**src/rtl/sevenseg_capture_if.sv**
```systemverilog
// Seven-segment snoop bus: wire-side segment/select pins in, reconstructed digits and status pulses out.
// The dp lane exists only when SEVENSEG_CAPTURE_DP_EN is defined.
interface sevenseg_capture_if #(
  parameter int NUM_DIGITS = 4
);
  logic [6:0]              seg_in;
  logic [NUM_DIGITS-1:0]   sel_in;
  logic [4*NUM_DIGITS-1:0] digits_out;
  logic [NUM_DIGITS-1:0]   digit_valid;
  logic                    frame_done;
  logic                    err;
`ifdef SEVENSEG_CAPTURE_DP_EN
  logic                    dp_in;
  logic [NUM_DIGITS-1:0]   dp_out;

  modport master (
    output seg_in, sel_in, dp_in,
    input  digits_out, digit_valid, frame_done, err, dp_out
  );
  modport slave (
    input  seg_in, sel_in, dp_in,
    output digits_out, digit_valid, frame_done, err, dp_out
  );
`else
  modport master (
    output seg_in, sel_in,
    input  digits_out, digit_valid, frame_done, err
  );
  modport slave (
    input  seg_in, sel_in,
    output digits_out, digit_valid, frame_done, err
  );
`endif
endinterface

```
**src/rtl/sevenseg_capture.sv**
```systemverilog
// Snoops a multiplexed seven-segment bus, commits a digit once the sample is stable for STABLE_CYCLES.
// Optional macro SEVENSEG_CAPTURE_DP_EN adds the dp_in/dp_out decimal-point lane.
module sevenseg_capture #(
  parameter int NUM_DIGITS     = 4,
  parameter int STABLE_CYCLES  = 8,
  parameter bit SEG_ACTIVE_LOW = 1'b0
) (
  input  logic              clk,
  input  logic              rst,
  sevenseg_capture_if.slave bus
);
`ifdef SEVENSEG_CAPTURE_DP_EN
  localparam int SW = 8 + NUM_DIGITS;
`else
  localparam int SW = 7 + NUM_DIGITS;
`endif
  localparam int            CW       = $clog2(STABLE_CYCLES + 1);
  localparam logic [CW-1:0] CNT_MAX  = CW'(STABLE_CYCLES);
  localparam logic [CW-1:0] CNT_ARM  = CW'(STABLE_CYCLES - 1);

  logic [SW-1:0]           pin_w, samp_w;
  logic [SW-1:0]           sync1_q, sync2_q, prev_q;
  logic [CW-1:0]           cnt_q, cnt_d;
  logic [4*NUM_DIGITS-1:0] digits_q, digits_d;
  logic [NUM_DIGITS-1:0]   valid_q, valid_d;
  logic [NUM_DIGITS-1:0]   mask_q, mask_d;
  logic                    frame_q, frame_d;
  logic                    err_q, err_d;
  logic                    same_w, commit_w, multi_w;
  logic [6:0]              seg_w;
  logic [NUM_DIGITS-1:0]   sel_w;
  logic [4:0]              dec_w;

`ifdef SEVENSEG_CAPTURE_DP_EN
  logic                    dp_w;
  logic [NUM_DIGITS-1:0]   dp_q, dp_d;
  assign pin_w      = {bus.dp_in, bus.sel_in, bus.seg_in};
  assign dp_w       = samp_w[SW-1];
  assign bus.dp_out = dp_q;
`else
  assign pin_w      = {bus.sel_in, bus.seg_in};
`endif

  // Polarity is normalised after the synchronizer so the flops see raw pins.
  assign samp_w = SEG_ACTIVE_LOW ? ~sync2_q : sync2_q;
  assign seg_w  = samp_w[6:0];
  assign sel_w  = samp_w[7 +: NUM_DIGITS];

  assign same_w   = (samp_w == prev_q);
  assign commit_w = same_w && (cnt_q == CNT_ARM);
  assign multi_w  = (sel_w & (sel_w - 1'b1)) != '0;

  // Returns {hit, nibble}; hit=0 for anything outside the hex glyph set.
  function automatic logic [4:0] decode(input logic [6:0] s);
    logic [4:0] r;
    case (s)
      7'h3F:   r = 5'h10;
      7'h06:   r = 5'h11;
      7'h5B:   r = 5'h12;
      7'h4F:   r = 5'h13;
      7'h66:   r = 5'h14;
      7'h6D:   r = 5'h15;
      7'h7D:   r = 5'h16;
      7'h07:   r = 5'h17;
      7'h7F:   r = 5'h18;
      7'h67:   r = 5'h19;
      7'h77:   r = 5'h1A;
      7'h7C:   r = 5'h1B;
      7'h39:   r = 5'h1C;
      7'h5E:   r = 5'h1D;
      7'h79:   r = 5'h1E;
      7'h71:   r = 5'h1F;
      default: r = 5'h00;
    endcase
    return r;
  endfunction

  assign dec_w = decode(seg_w);

  always_comb begin
    if (!same_w)              cnt_d = '0;
    else if (cnt_q != CNT_MAX) cnt_d = cnt_q + 1'b1;
    else                      cnt_d = cnt_q;
  end

  always_comb begin
    digits_d = digits_q;
    valid_d  = valid_q;
    mask_d   = mask_q;
    frame_d  = 1'b0;
    err_d    = 1'b0;
`ifdef SEVENSEG_CAPTURE_DP_EN
    dp_d     = dp_q;
`endif
    if (commit_w && (sel_w != '0)) begin
      if (multi_w) begin
        err_d = 1'b1;
      end else begin
        for (int i = 0; i < NUM_DIGITS; i++) begin
          if (sel_w[i]) begin
            if (dec_w[4]) begin
              digits_d[4*i +: 4] = dec_w[3:0];
              valid_d[i]         = 1'b1;
            end else begin
              valid_d[i] = 1'b0;
              err_d      = (seg_w != 7'h00);
            end
            mask_d[i] = 1'b1;
`ifdef SEVENSEG_CAPTURE_DP_EN
            dp_d[i]   = dp_w;
`endif
          end
        end
        // Frame completes on the commit that fills the mask; the mask restarts empty.
        if (&mask_d) begin
          frame_d = 1'b1;
          mask_d  = '0;
        end
      end
    end
  end

  always_ff @(posedge clk or posedge rst) begin
    if (rst) begin
      sync1_q  <= '0;
      sync2_q  <= '0;
      prev_q   <= '0;
      cnt_q    <= '0;
      digits_q <= '0;
      valid_q  <= '0;
      mask_q   <= '0;
      frame_q  <= 1'b0;
      err_q    <= 1'b0;
`ifdef SEVENSEG_CAPTURE_DP_EN
      dp_q     <= '0;
`endif
    end else begin
      sync1_q  <= pin_w;
      sync2_q  <= sync1_q;
      prev_q   <= samp_w;
      cnt_q    <= cnt_d;
      digits_q <= digits_d;
      valid_q  <= valid_d;
      mask_q   <= mask_d;
      frame_q  <= frame_d;
      err_q    <= err_d;
`ifdef SEVENSEG_CAPTURE_DP_EN
      dp_q     <= dp_d;
`endif
    end
  end

  assign bus.digits_out  = digits_q;
  assign bus.digit_valid = valid_q;
  assign bus.frame_done  = frame_q;
  assign bus.err         = err_q;
endmodule

```
**src/flat_wrapper.sv**
```systemverilog
// flat-port wrapper written by rule: the top's interface ports become plain ports
module sevenseg_capture_flat 
#(
  parameter int NUM_DIGITS     = 4,
  parameter int STABLE_CYCLES  = 8,
  parameter bit SEG_ACTIVE_LOW = 1'b0
)
  (clk, rst, bus_seg_in, bus_sel_in, bus_digits_out, bus_digit_valid, bus_frame_done, bus_err);
  sevenseg_capture_if #(.NUM_DIGITS(NUM_DIGITS)) bus_i ();
  input  logic clk;
  input  logic rst;
  input wire logic [$bits(bus_i.seg_in)-1:0] bus_seg_in;
  input wire logic [$bits(bus_i.sel_in)-1:0] bus_sel_in;
  output wire logic [$bits(bus_i.digits_out)-1:0] bus_digits_out;
  output wire logic [$bits(bus_i.digit_valid)-1:0] bus_digit_valid;
  output wire logic [$bits(bus_i.frame_done)-1:0] bus_frame_done;
  output wire logic [$bits(bus_i.err)-1:0] bus_err;
  assign bus_i.seg_in = bus_seg_in;
  assign bus_i.sel_in = bus_sel_in;
  assign bus_digits_out = bus_i.digits_out;
  assign bus_digit_valid = bus_i.digit_valid;
  assign bus_frame_done = bus_i.frame_done;
  assign bus_err = bus_i.err;
  sevenseg_capture #(.NUM_DIGITS(NUM_DIGITS), .STABLE_CYCLES(STABLE_CYCLES), .SEG_ACTIVE_LOW(SEG_ACTIVE_LOW)) u_core (.clk(clk), .rst(rst), .bus(bus_i));
endmodule
```
**config.mk**
```make
export PLATFORM = sky130hd
export DESIGN_NAME = sevenseg_capture_flat
export DESIGN_NICKNAME = d
export VERILOG_FILES = /design/src/rtl/sevenseg_capture_if.sv /design/src/rtl/sevenseg_capture.sv /design/src/flat_wrapper.sv
export SDC_FILE = /design/constraint.sdc
export NUM_CORES = 1
export LEC_CHECK = 0
export ABC_AREA = 1
export BUFFER_PORTS_ARGS = -buffer_cell sky130_fd_sc_hd__buf_2
export CAP_MARGIN = 20
export CORE_UTILIZATION = 40
export DETAILED_ROUTE_END_ITERATION = 16
export GPL_ROUTABILITY_DRIVEN = 0
export PLACE_DENSITY = 0.61
export SYNTH_ARGS = -nofsm -noshare
export SYNTH_HDL_FRONTEND = slang
export SYNTH_SLANG_ARGS = --single-unit
```
**constraint.sdc**
```tcl
create_clock -name clk -period 3 [get_ports clk]
set_clock_uncertainty 0.15 [all_clocks]
set_input_delay 0.6 -clock clk [delete_from_list [all_inputs] [get_ports clk]]
set_output_delay 0.6 -clock clk [all_outputs]
set_load 0.005 [all_outputs]
```
# Word-level counts from Yosys, hierarchy flattened

Index checks and enable logic that the tools add are counted.

Flip-flop bits (word level): 63
Bits of input ports: 13
Output and inout port bits: 22

Add/subtract/negate cells: 2
Equality and inequality tests: 20
Multiplexer cells: 30
Bitwise gates (word level): 2
Reduce and logical (&&, ||, !) cells: 15

Operators with widths:

| operator                                             | number |
|---|---|
| equality test 7 bit (second input constant)          | 12 |
| one-hot mux 5 bit (16 select lines)                  | 1 |
| 2-to-1 mux 1 bit                                     | 26 |
| AND reduction 4 bit                                  | 5 |
| equality test 7 x 3 -> 1 bit (second input constant) | 2 |
| equality test 7 x 6 -> 1 bit (second input constant) | 2 |
| 2-to-1 mux 4 bit                                     | 3 |
| AND reduction 3 bit                                  | 4 |
| equality test 11 bit                                 | 1 |
| nonzero test 4 bit                                   | 2 |
| nonzero test 7 bit                                   | 1 |
| adder 4 x 1 -> 4 bit (second input constant)         | 1 |
| AND 4 bit                                            | 1 |
| equality test 4 x 3 -> 1 bit (second input constant) | 1 |
| != test 4 bit (second input constant)                | 1 |
| subtractor 4 x 1 -> 4 bit (second input constant)    | 1 |
| logical AND 1 bit                                    | 2 |
| != test 2 bit (second input constant)                | 1 |
| AND reduction 2 bit                                  | 1 |
| inverter 1 bit                                       | 1 |

# Logic depth before layout (Yosys ltp)

Gate-level depths: netlist of run 1.

Depth after elaboration: 12
Gate-level depth with buffers: 12

# Least setup slack after synthesis of run 1

Ideal clock, no wire load.

Kind: register to register
Start: register u_core.sync2_q[9], in the netlist u_core.samp_w[9]
End: register u_core.digits_q[0], in the netlist u_core.bus.digits_out[0]
Library setup time: 0.117 ns
Arrival time: 1.393 ns
Required time: 2.733 ns
Slack: 1.340 ns
Stages on the path, launching flop included: 12
Buffers on the path: 1
Period minus slack after synthesis: 1.660 ns
Cells stage by stage: dfrtp_1 > buf_6 > inv_2 > nand2_1 > nand2_1 > nand2_1 > nor2_4 > nand4_4 > nor2_8 > nand3_2 > nand2_1 > nand2_1

Longest elaborated chain between the ends: 5
Elaborated cells between the ends (all ways): 9
Those cells by class: 1 x add/sub; 1 x eq/ne; 2 x bitwise; 5 x reduce/logical

RTL lines:

| item                                   | RTL line                | RTL |
|---|---|---|
| start, declared                        | sevenseg_capture.sv:22  | `logic [SW-1:0] sync1_q, sync2_q, prev_q;` |
| start signal, assigned                 | sevenseg_capture.sv:139 | `sync2_q <= sync1_q;` |
| subtractor 4 x 1 -> 4 bit              | sevenseg_capture.sv:51  | `assign multi_w = (sel_w & (sel_w - 1'b1)) != '0;` |
| AND 4 bit                              | sevenseg_capture.sv:51  |  |
| nonzero test 4 bit                     | sevenseg_capture.sv:51  |  |
| inverter 1 bit (no source line)        | --                      |  |
| AND reduction 4 bit (no source line) * | --                      |  |
| end signal, assigned                   | sevenseg_capture.sv:142 | `digits_q <= digits_d;` |
| end, declared                          | sevenseg_capture.sv:24  | `logic [4*NUM_DIGITS-1:0] digits_q, digits_d;` |

Mark *: on every way between the ends. The rest lies on a longest branch, timed or not.
A chain may end at the register's enable or synchronous reset.

# Worst setup path in the final report of run 1

Start: register u_core.sync2_q[9], in the netlist u_core.samp_w[9]
End: register u_core.digits_q[5], in the netlist u_core.bus.digits_out[5]

The elaborated chain is that of the path after synthesis.

==> metrics, run 1 <==
Total GRT Usage 16.5%; insertion delay to the later sink of the worst-skew pair approximately 0.33 ns; std cell rows 29; ANT nets after route 0; Avg Cell Area, Syn 9.33 µm²; RSZ-0062 raised after global routing no; IO Count 35; CP arrival about 2.1 ns; kind of critical path register to register; Worst-path clk slew about 0.070 ns; Final Cycle Share 66.7%; Worst Setup SP u_core.samp_w[9]$_DFF_PP0_; largest net degree at the start of global routing 23; buffer count from post-CTS setup fixing 0; fin. max-slew vios 0; syn_nets between 300 and 400; endpoints failing hold 0; Layout area overhead 14.7%; Synth Cell Area around 0.0027 mm²; PwrDens 507 mW/mm²; max_cap viols 0; CTS buffer count 9; Die Area 0.00712 mm²; Worst Path Required slightly above 3 ns; Hold Crit Class input port to asynchronous set/reset pin; reg-to-reg endpoint u_core.bus.digits_out[5]$_DFFE_PP0P_; Critical R2R Launch u_core.samp_w[9]$_DFF_PP0_; status complete, but fails checks; Tmin final approximately 2 ns; initial antenna violation count 0; fmax between 0.4 and 0.5 GHz; Peak VDD IR around 0.28 mV; nets@finish between 300 and 400; relative slew slack a little under three quarters; CTS tree done; most common cell after layout, fill and taps aside nand2_1; IO buf count 34; final setup violation count 0; H-tree depth 3; 1st-iter DRT viols about 100; flop-to-flop setup slack 1.0 ns; failing checks design-rule violations; worst-path maximum fanout 10; Leak 0.00175 µW; n_diodes 0; Fin Setup TNS 0 ns; Core Area ~0.0065 mm²; vias per std cell 4.75; root buf cell clkbuf_8; Resize count post-CTS 0; Routed wire per std cell between 10 and 15 µm; Post-DP HPWL 3770 µm; layout cells sized above 1 between 20% and 30%; Worst Setup Start Kind register; Detailed Route WL approximately 5200 µm; Yosys warning count 0; actual slew at the worst max-slew pin 0.433 ns; most frequent cells in the layout nand2_1 (105), dfrtp_1 (63), buf_2 (34); CP Capture Type register; sequential share of the synthesized area between 50% and 60%; Starting Density about 42%; Synth cell types 27; clock sink total 63; die height between 80 and 90 µm; vias roughly 2000; R2R cell count 11; synthesized instance count a little under 300; final hold slack approximately 0.12 ns; grt ovf 0; Detailed Routing Iterations Pass 1 11; Seq cells post-synth 63; Clock Tree Buf Depth 2; first-pass GRT wire length about 9000 µm; # hold bufs at CTS 0; vias in the first global route between 1500 and 2000; # DRC 2; die width roughly 84 µm
[stage by stage]
stage	setup WS, ns	instances	instance area [µm²]	utilization [%]	power [µW]
floorplan	0.680	291	2720	-	973
global placement	1.01	400	2960	45.8	997
detailed placement	1.01	400	2960	45.8	999
CTS	0.993	416	3110	48.2	1610
global route	0.787	416	3110	48.2	1660
finish	0.999	416	3110	48.2	1580
[sequential cells by signal (all words and copies together), names as in the netlist]
signal                  count
u_core.bus.digits_out      16
u_core.prev_q              11
u_core.samp_w              11
u_core.sync1_q             11
u_core.bus.digit_valid      4
u_core.cnt_q                4
u_core.mask_q               4
u_core.bus.err              1
u_core.bus.frame_done       1
[cell families (layout without fill, tap and decap cells)]
group	count (synthesis)	in the layout	synth area share [%]
adders and majority gates	2	2	0.922
DFF	63	63	58.1
and+or+nand+nor	175	175	31.3
xor gates and xnor gates	5	5	1.61
AOI/OAI and AO/OA	10	10	2.17
buffers and inverters	36	84	5.94
[worst max path at each step]
stage / depth (start not counted) / end
2_1_floorplan: 1 / u_core.bus.digit_valid[0]$_DFFE_PP0P_
3_3_place_gp: 11 / u_core.bus.digits_out[6]$_DFFE_PP0P_
3_5_place_dp: 9 / u_core.bus.digits_out[2]$_DFFE_PP0P_
4_1_cts: 11 / u_core.bus.digits_out[5]$_DFFE_PP0P_
5_1_grt: 9 / u_core.bus.digits_out[5]$_DFFE_PP0P_
6_report: 11 / u_core.bus.digits_out[5]$_DFFE_PP0P_
[final cells by class]
cell class	count	area, µm²
sequential	63	1580
inverter	32	120
multi-input combinational	192	977
clock inverter	4	22.5
fill	642	3350
clock buffer	12	135
timing repair buffer	36	185
tap	77	96.3
[report_power, final]
| part | total [µW] | internal, µW | switching [µW] |
|---|---|---|---|
| Combinational | 87.8 | 26.0 | 61.9 |
| Clock | 599 | 296 | 303 |
| Sequential | 893 | 872 | 21.0 |
[worst max-delay path, cell delays in order (launching register included)]
cell     delay, ns
dfrtp_1       0.52
inv_2         0.13
nand2_1       0.05
nand2_1       0.05
nand2_1       0.08
nor2_4        0.12
nand3_2       0.14
nor2_1        0.11
nand2_1       0.14
nor2_1        0.25
nand2_1       0.09
nand2_1       0.08
[synth_stat cells]
cell / n / area [µm²]
nand2_1: 105 / 394
dfrtp_1: 63 / 1580
inv_1: 29 / 109
nor2_1: 22 / 82.6
nand3_1: 15 / 75.1
nand4_1: 11 / 68.8
a21oi_1: 6 / 30.0
nand3_2: 5 / 50.1
nor2_2: 4 / 25.0
nor2_4: 4 / 45.0
buf_6: 3 / 33.8
inv_2: 3 / 11.3
xnor2_1: 3 / 26.3
ha_1: 2 / 25.0
nand3_4: 2 / 35.0
nand3b_1: 2 / 15.0
xor2_1: 2 / 17.5
a21boi_0: 1 / 7.51
buf_4: 1 / 7.51
nand2b_1: 1 / 6.26
nand4_4: 1 / 21.3
nor2_8: 1 / 20.0
nor3_1: 1 / 5.00
nor4_1: 1 / 6.26
o2111ai_1: 1 / 8.76
o211ai_1: 1 / 7.51
o21ai_0: 1 / 5.00
[per-layer routing]
layer  GRT usage (%)  part of all wire, %  wire length, µm  vias up
met5               0                    0                0        -
met4            7.40                  1.6               82        0
met3            2.65                  3.1              160       10
met2            24.1                   43             2250       45
met1            24.3                   52             2690      921
li1                -                    -                -      998
(Power assumes the default switching activity.)
==> run 2: changes to the inputs <==
Clock period 3 ns to 1.9 ns, I/O delays scaled along.
==> metrics, run 2 (synthesized netlist as in run 1, its figures left out) <==
status complete, but fails checks; failing checks design-rule violations; die width roughly 84 µm; Layout area overhead 31.9%; n_diodes 0; endpoints failing hold 0; largest net degree at the start of global routing around 40; layout cells sized above 1 about a third; slowest cell delay on critical path between 0.4 and 0.5 ns; CP Capture Type register; worst-path maximum fanout 7; RSZ-0062 raised after global routing yes; Fin Setup TNS 0 ns; IO Count 35; clock sink total between 60 and 70; insertion delay to the later sink of the worst-skew pair 0.33 ns; fin. max-slew vios 0; worst hold start u_core.sync1_q[5]$_DFF_PP0_; Worst-path clk slew 0.07 ns; dpl cells 408; Worst Setup SP u_core.samp_w[9]$_DFF_PP0_; ANT nets after route 0; H-tree depth 3; Critical R2R Launch u_core.samp_w[9]$_DFF_PP0_; 1st-iter DRT viols 103; Die Area approximately 0.007 mm²; met2 Use GR between 20% and 30%; first-pass GRT wire length 9050 µm; initial antenna violation count 0; std cell rows 29; Clock Tree Buf Depth 2; nets@finish 382; vias approximately 2100; most common cell after layout, fill and taps aside nand2_1; Peak VDD IR slightly above 0.6 mV; fin util between 50% and 60%; vias in the first global route roughly 2000; fmax 0.536 GHz; PwrDens 809 mW/mm²; Detailed Route WL between 5000 and 6000 µm; Layout Cells excl Fill between 400 and 500; critical path's top delay family simple AND/OR/NAND/NOR gates; IO buf count 34; Post-DP HPWL roughly 3900 µm; Tmin final ~1.9 ns; Detailed Routing Iterations Pass 1 10; Worst Setup Start Kind register; max FFs per register 16; Leak about 0.0019 µW; Final WS setup 0.0352 ns; CP arrival around 2 ns; Worst Path Required 2.03 ns; max_cap viols 0; pre-CTS setup slack -0.0936 ns; actual slew at the worst max-slew pin 0.256 ns; vias per std cell roughly 4.7; Crit path top cell by count nand2_1; global-route met1 utilization 22.9%; die height between 80 and 90 µm; GRT Max-Usage Layer met2; Starting Density between 40% and 50%; Hold Crit Class register to register; most frequent cells in the layout nand2_1 (98), dfrtp_1 (56), buf_2 (34); # DRC 2; Final Cycle Share a little over nine tenths; Critical Path, Cell by Cell inv_2, nand2_1, nand2_1, nand2_2, nor2_4, nand4_4, nor2_8, buf_12, buf_4, nand3_1, nand2_1; grt ovf 0; Total GRT Usage 16.6%; CTS tree done; Routed wire per std cell around 13 µm; met3 GRT Util 4.03%; root buf cell clkbuf_8; CTS buffer count 9; final setup violation count 0; kind of critical path register to register; WP buf/inv 3; Core Area between 0.006 and 0.007 mm²; slowest CP cell dfrtp_1; relative slew slack between 80 and 90%
run 2: changes by cell type in the layout (fill, tap and decap cells not counted), sizes merged:
cell / delta
nand3: +1
clkinvlp: +1
buf: +19
bufinv: +2
dlygate4sd3: +12
inv: -1
clkinv: -1
run 2: stage by stage:
step	total power, µW	hold slack, ns	area [µm²]
floorplan	1540	0.181	2720
global placement	1580	0.178	3030
detailed placement	1590	0.182	3030
CTS	2900	0.200	3390
global route	3010	0.204	3580
finish	2900	0.198	3580
run 2: final timing paths:
kind | end | slack, ns | depth (start not counted)
worst min register to register | u_core.samp_w[5]$_DFF_PP0_ | 0.20 | 0
worst max register to register | u_core.bus.digits_out[15]$_DFFE_PP0P_ | 0.04 | 11
max in group asynchronous | u_core.cnt_q[3]$_DFFE_PP0P_ | 0.76 | 4
worst max-delay path | u_core.bus.digits_out[15]$_DFFE_PP0P_ | 0.04 | 11
worst min-delay path | u_core.samp_w[5]$_DFF_PP0_ | 0.20 | 0
min in group asynchronous | u_core.bus.digits_out[3]$_DFFE_PP0P_ | 0.37 | 3
run 2: area by class of cell:
type / instances / area (µm²)
clock buffer: 11 / 141
clock inverter: 5 / 81.3
fill: 563 / 2880
inverter: 32 / 124
multi-input combinational: 193 / 1060
sequential: 63 / 1590
tap: 77 / 96.3
timing repair buffer: 68 / 498
run 2: repair_timing:
action | 4_1_cts | 5_1_grt
gates cloned | 0 | 2
endpoints found under the hold margin | 19 | 0
setup endpoints to repair | 20 | 24
hold buffers | 12 | 0
gates resized for setup | 3 | 26
setup buffers | 0 | 11
pin swaps | 0 | 10
run 2: power breakdown:
part	switching, µW	internal [µW]	leakage, µW
clock network	521	775	0.000110
registers	27.8	1380	0.000797
logic	118	76.7	0.00104
run 2: layer usage:
metal | part of all wire, % | wire length, µm
met4 | 1.6 | 94
met2 | 46 | 2650
met1 | 47 | 2730
met3 | 5.0 | 285
met5 | 0 | 0
run 2: worst reg2reg max path, stage by stage (launching register included):
cell     delay, ns
dfrtp_1       0.44
inv_2         0.10
nand2_1       0.06
nand2_1       0.07
nand2_2       0.07
nor2_4        0.16
nand4_4       0.15
nor2_8        0.18
buf_12        0.15
buf_4         0.11
nand3_1       0.08
nand2_1       0.08
==> run 3: changes to the inputs <==
Clock period 1.9 ns to 1.98 ns, I/O delays scaled along.
==> metrics, run 3 (synthesized netlist as in run 1, its figures left out) <==
pre-CTS setup slack between 0.06 and 0.07 ns; status complete, but fails checks; critical path's top delay family simple AND/OR/NAND/NOR gates; relative slew slack 80.4%; fin util between 50% and 60%; critical path depth 9; Routed wire per std cell ~12 µm; initial antenna violation count 0; critical path capture point u_core.bus.digits_out[12]$_DFFE_PP0P_; first-pass GRT wire length roughly 9100 µm; n_diodes 0; Leak 0.00189 µW; Worst Setup Start Kind register; fin. max-slew vios 0; Hold Crit Class input port to register; area of the multi-input gates 0.00100 mm²; Starting Density approximately 42%; vias in the first global route approximately 2000; CP arrival a little under 2 ns; Fin Setup TNS 0 ns; final setup violation count 0; Peak VDD IR around 0.51 mV; R2R cell count 9; Post-DP HPWL between 3000 and 4000 µm; Final Cycle Share roughly 93%; root buf cell clkbuf_8; Critical R2R Launch u_core.samp_w[2]$_DFF_PP0_; Worst Setup SP u_core.samp_w[2]$_DFF_PP0_; layout cells sized above 1 29.0%; Layout area overhead 27.7%; Detailed Routing Iterations Pass 1 10; 1st-iter DRT viols 96; kind of critical path register to register; Total GRT Usage between 10% and 20%; CTS tree done; flop-to-flop setup slack approximately 0.13 ns; Detailed Route WL between 5000 and 6000 µm; reg-to-reg endpoint u_core.bus.digits_out[12]$_DFFE_PP0P_; IO buf count 34; Critical Path, Cell by Cell xnor2_1, nand2_1, nor2_4, nand4_4, nor2_8, buf_12, nand3_4, nand2_1, nand2_1; fillers about 580; most common cell after layout, fill and taps aside nand2_1; ANT nets after route 0; CP Capture Type register; failing checks design-rule violations; Worst-path clk slew ~0.060 ns; Die Area around 0.0071 mm²; insertion delay to the later sink of the worst-skew pair between 0.3 and 0.4 ns; max_cap viols 0; endpoints failing hold 0; Final WS setup roughly 0.13 ns; vias per std cell between 4 and 5; FF/Latch Area 0.00159 mm²; slowest cell delay on critical path 0.45 ns; CTS buffer count 9; actual slew at the worst max-slew pin about 0.29 ns; std cell rows 29; Core Area 0.00646 mm²; WP buf/inv 1; Worst Path Required roughly 2.1 ns; # DRC 2; grt ovf 0; vias about 2100; most frequent cells in the layout nand2_1 (103), dfrtp_1 (56), buf_2 (34); largest net degree at the start of global routing 40; worst-path maximum fanout 7; fmax about 0.54 GHz; PwrDens approximately 790 mW/mm²; max FFs per register 16; die width approximately 84 µm; nets@finish between 300 and 400; H-tree depth 3; die height between 80 and 90 µm; Crit path top cell by count nand2_1; Tmin final ~1.8 ns; clock sink total 63; slowest CP cell dfrtp_2; IO Count 35; Clock Tree Buf Depth 2
[run 3: changes by cell type in the layout (fill, tap and decap cells not counted), moves of 2 or more]
| cell | previous run | this run |
|---|---|---|
| nand2_1 | 98 | 103 |
| nand3_4 | 5 | 2 |
| nand3_2 | 3 | 5 |
| nor2_2 | 7 | 9 |
| dlygate4sd3_1 | 12 | 10 |
| nor2_4 | 6 | 4 |
| buf_4 | 19 | 12 |
| nand2_2 | 7 | 2 |
[run 3: routing by layer]
metal,global-route usage [%],share of wire (%),up-vias,wire length (µm)
met4,5.55,1.4,0,76
met5,0,0,-,0
li1,-,-,1049,-
met1,23.6,48,971,2630
met3,5.21,4.7,8,258
met2,24.7,46,35,2480
[run 3: how the worst min path moves through the flow]
stage	startpoint	endpoint	slack, ns	depth (start not counted)
detailed placement	rst	u_core.sync1_q[7]$_DFF_PP0_	0.18	2
floorplan	u_core.sync1_q[0]$_DFF_PP0_	u_core.samp_w[0]$_DFF_PP0_	0.18	0
CTS	bus_sel_in[1]	u_core.sync1_q[8]$_DFF_PP0_	0.001	1
global route	bus_seg_in[3]	u_core.sync1_q[3]$_DFF_PP0_	0.0003	1
finish	bus_seg_in[3]	u_core.sync1_q[3]$_DFF_PP0_	0.02	1
global placement	rst	u_core.sync1_q[6]$_DFF_PP0_	0.17	2
[run 3: cell type report]
type | instances | area share [%]
Tap cell | 77 | 2.78
Inverter | 32 | 3.57
Timing Repair Buffer | 60 | 12.8
Multi-Input combinational cell | 192 | 29.0
Sequential cell | 63 | 45.7
Clock inverter | 4 | 2.02
Clock buffer | 11 | 4.08
[run 3: what timing repair did]
item	CTS	global route
buffers inserted	0	7
setup endpoints to repair	0	24
endpoints found under the hold margin	10	5
resized for setup	0	20
hold buffers	5	5
[run 3: power breakdown]
part	internal, µW	switching (µW)	total (µW)
Combinational	71.2	108	179
Sequential	1320	28.1	1350
Clock	732	469	1200
Total	2130	605	2730
[run 3: stage by stage]
stage               area [µm²]  instances  hold WS [ns]  power, µW
global placement          3030        406         0.173       1530
global route              3470        439      0.000332       2840
finish                    3470        439        0.0163       2730
detailed placement        3030        406         0.176       1530
floorplan                 2720        291         0.181       1470
CTS                       3290        426       0.00138       2750
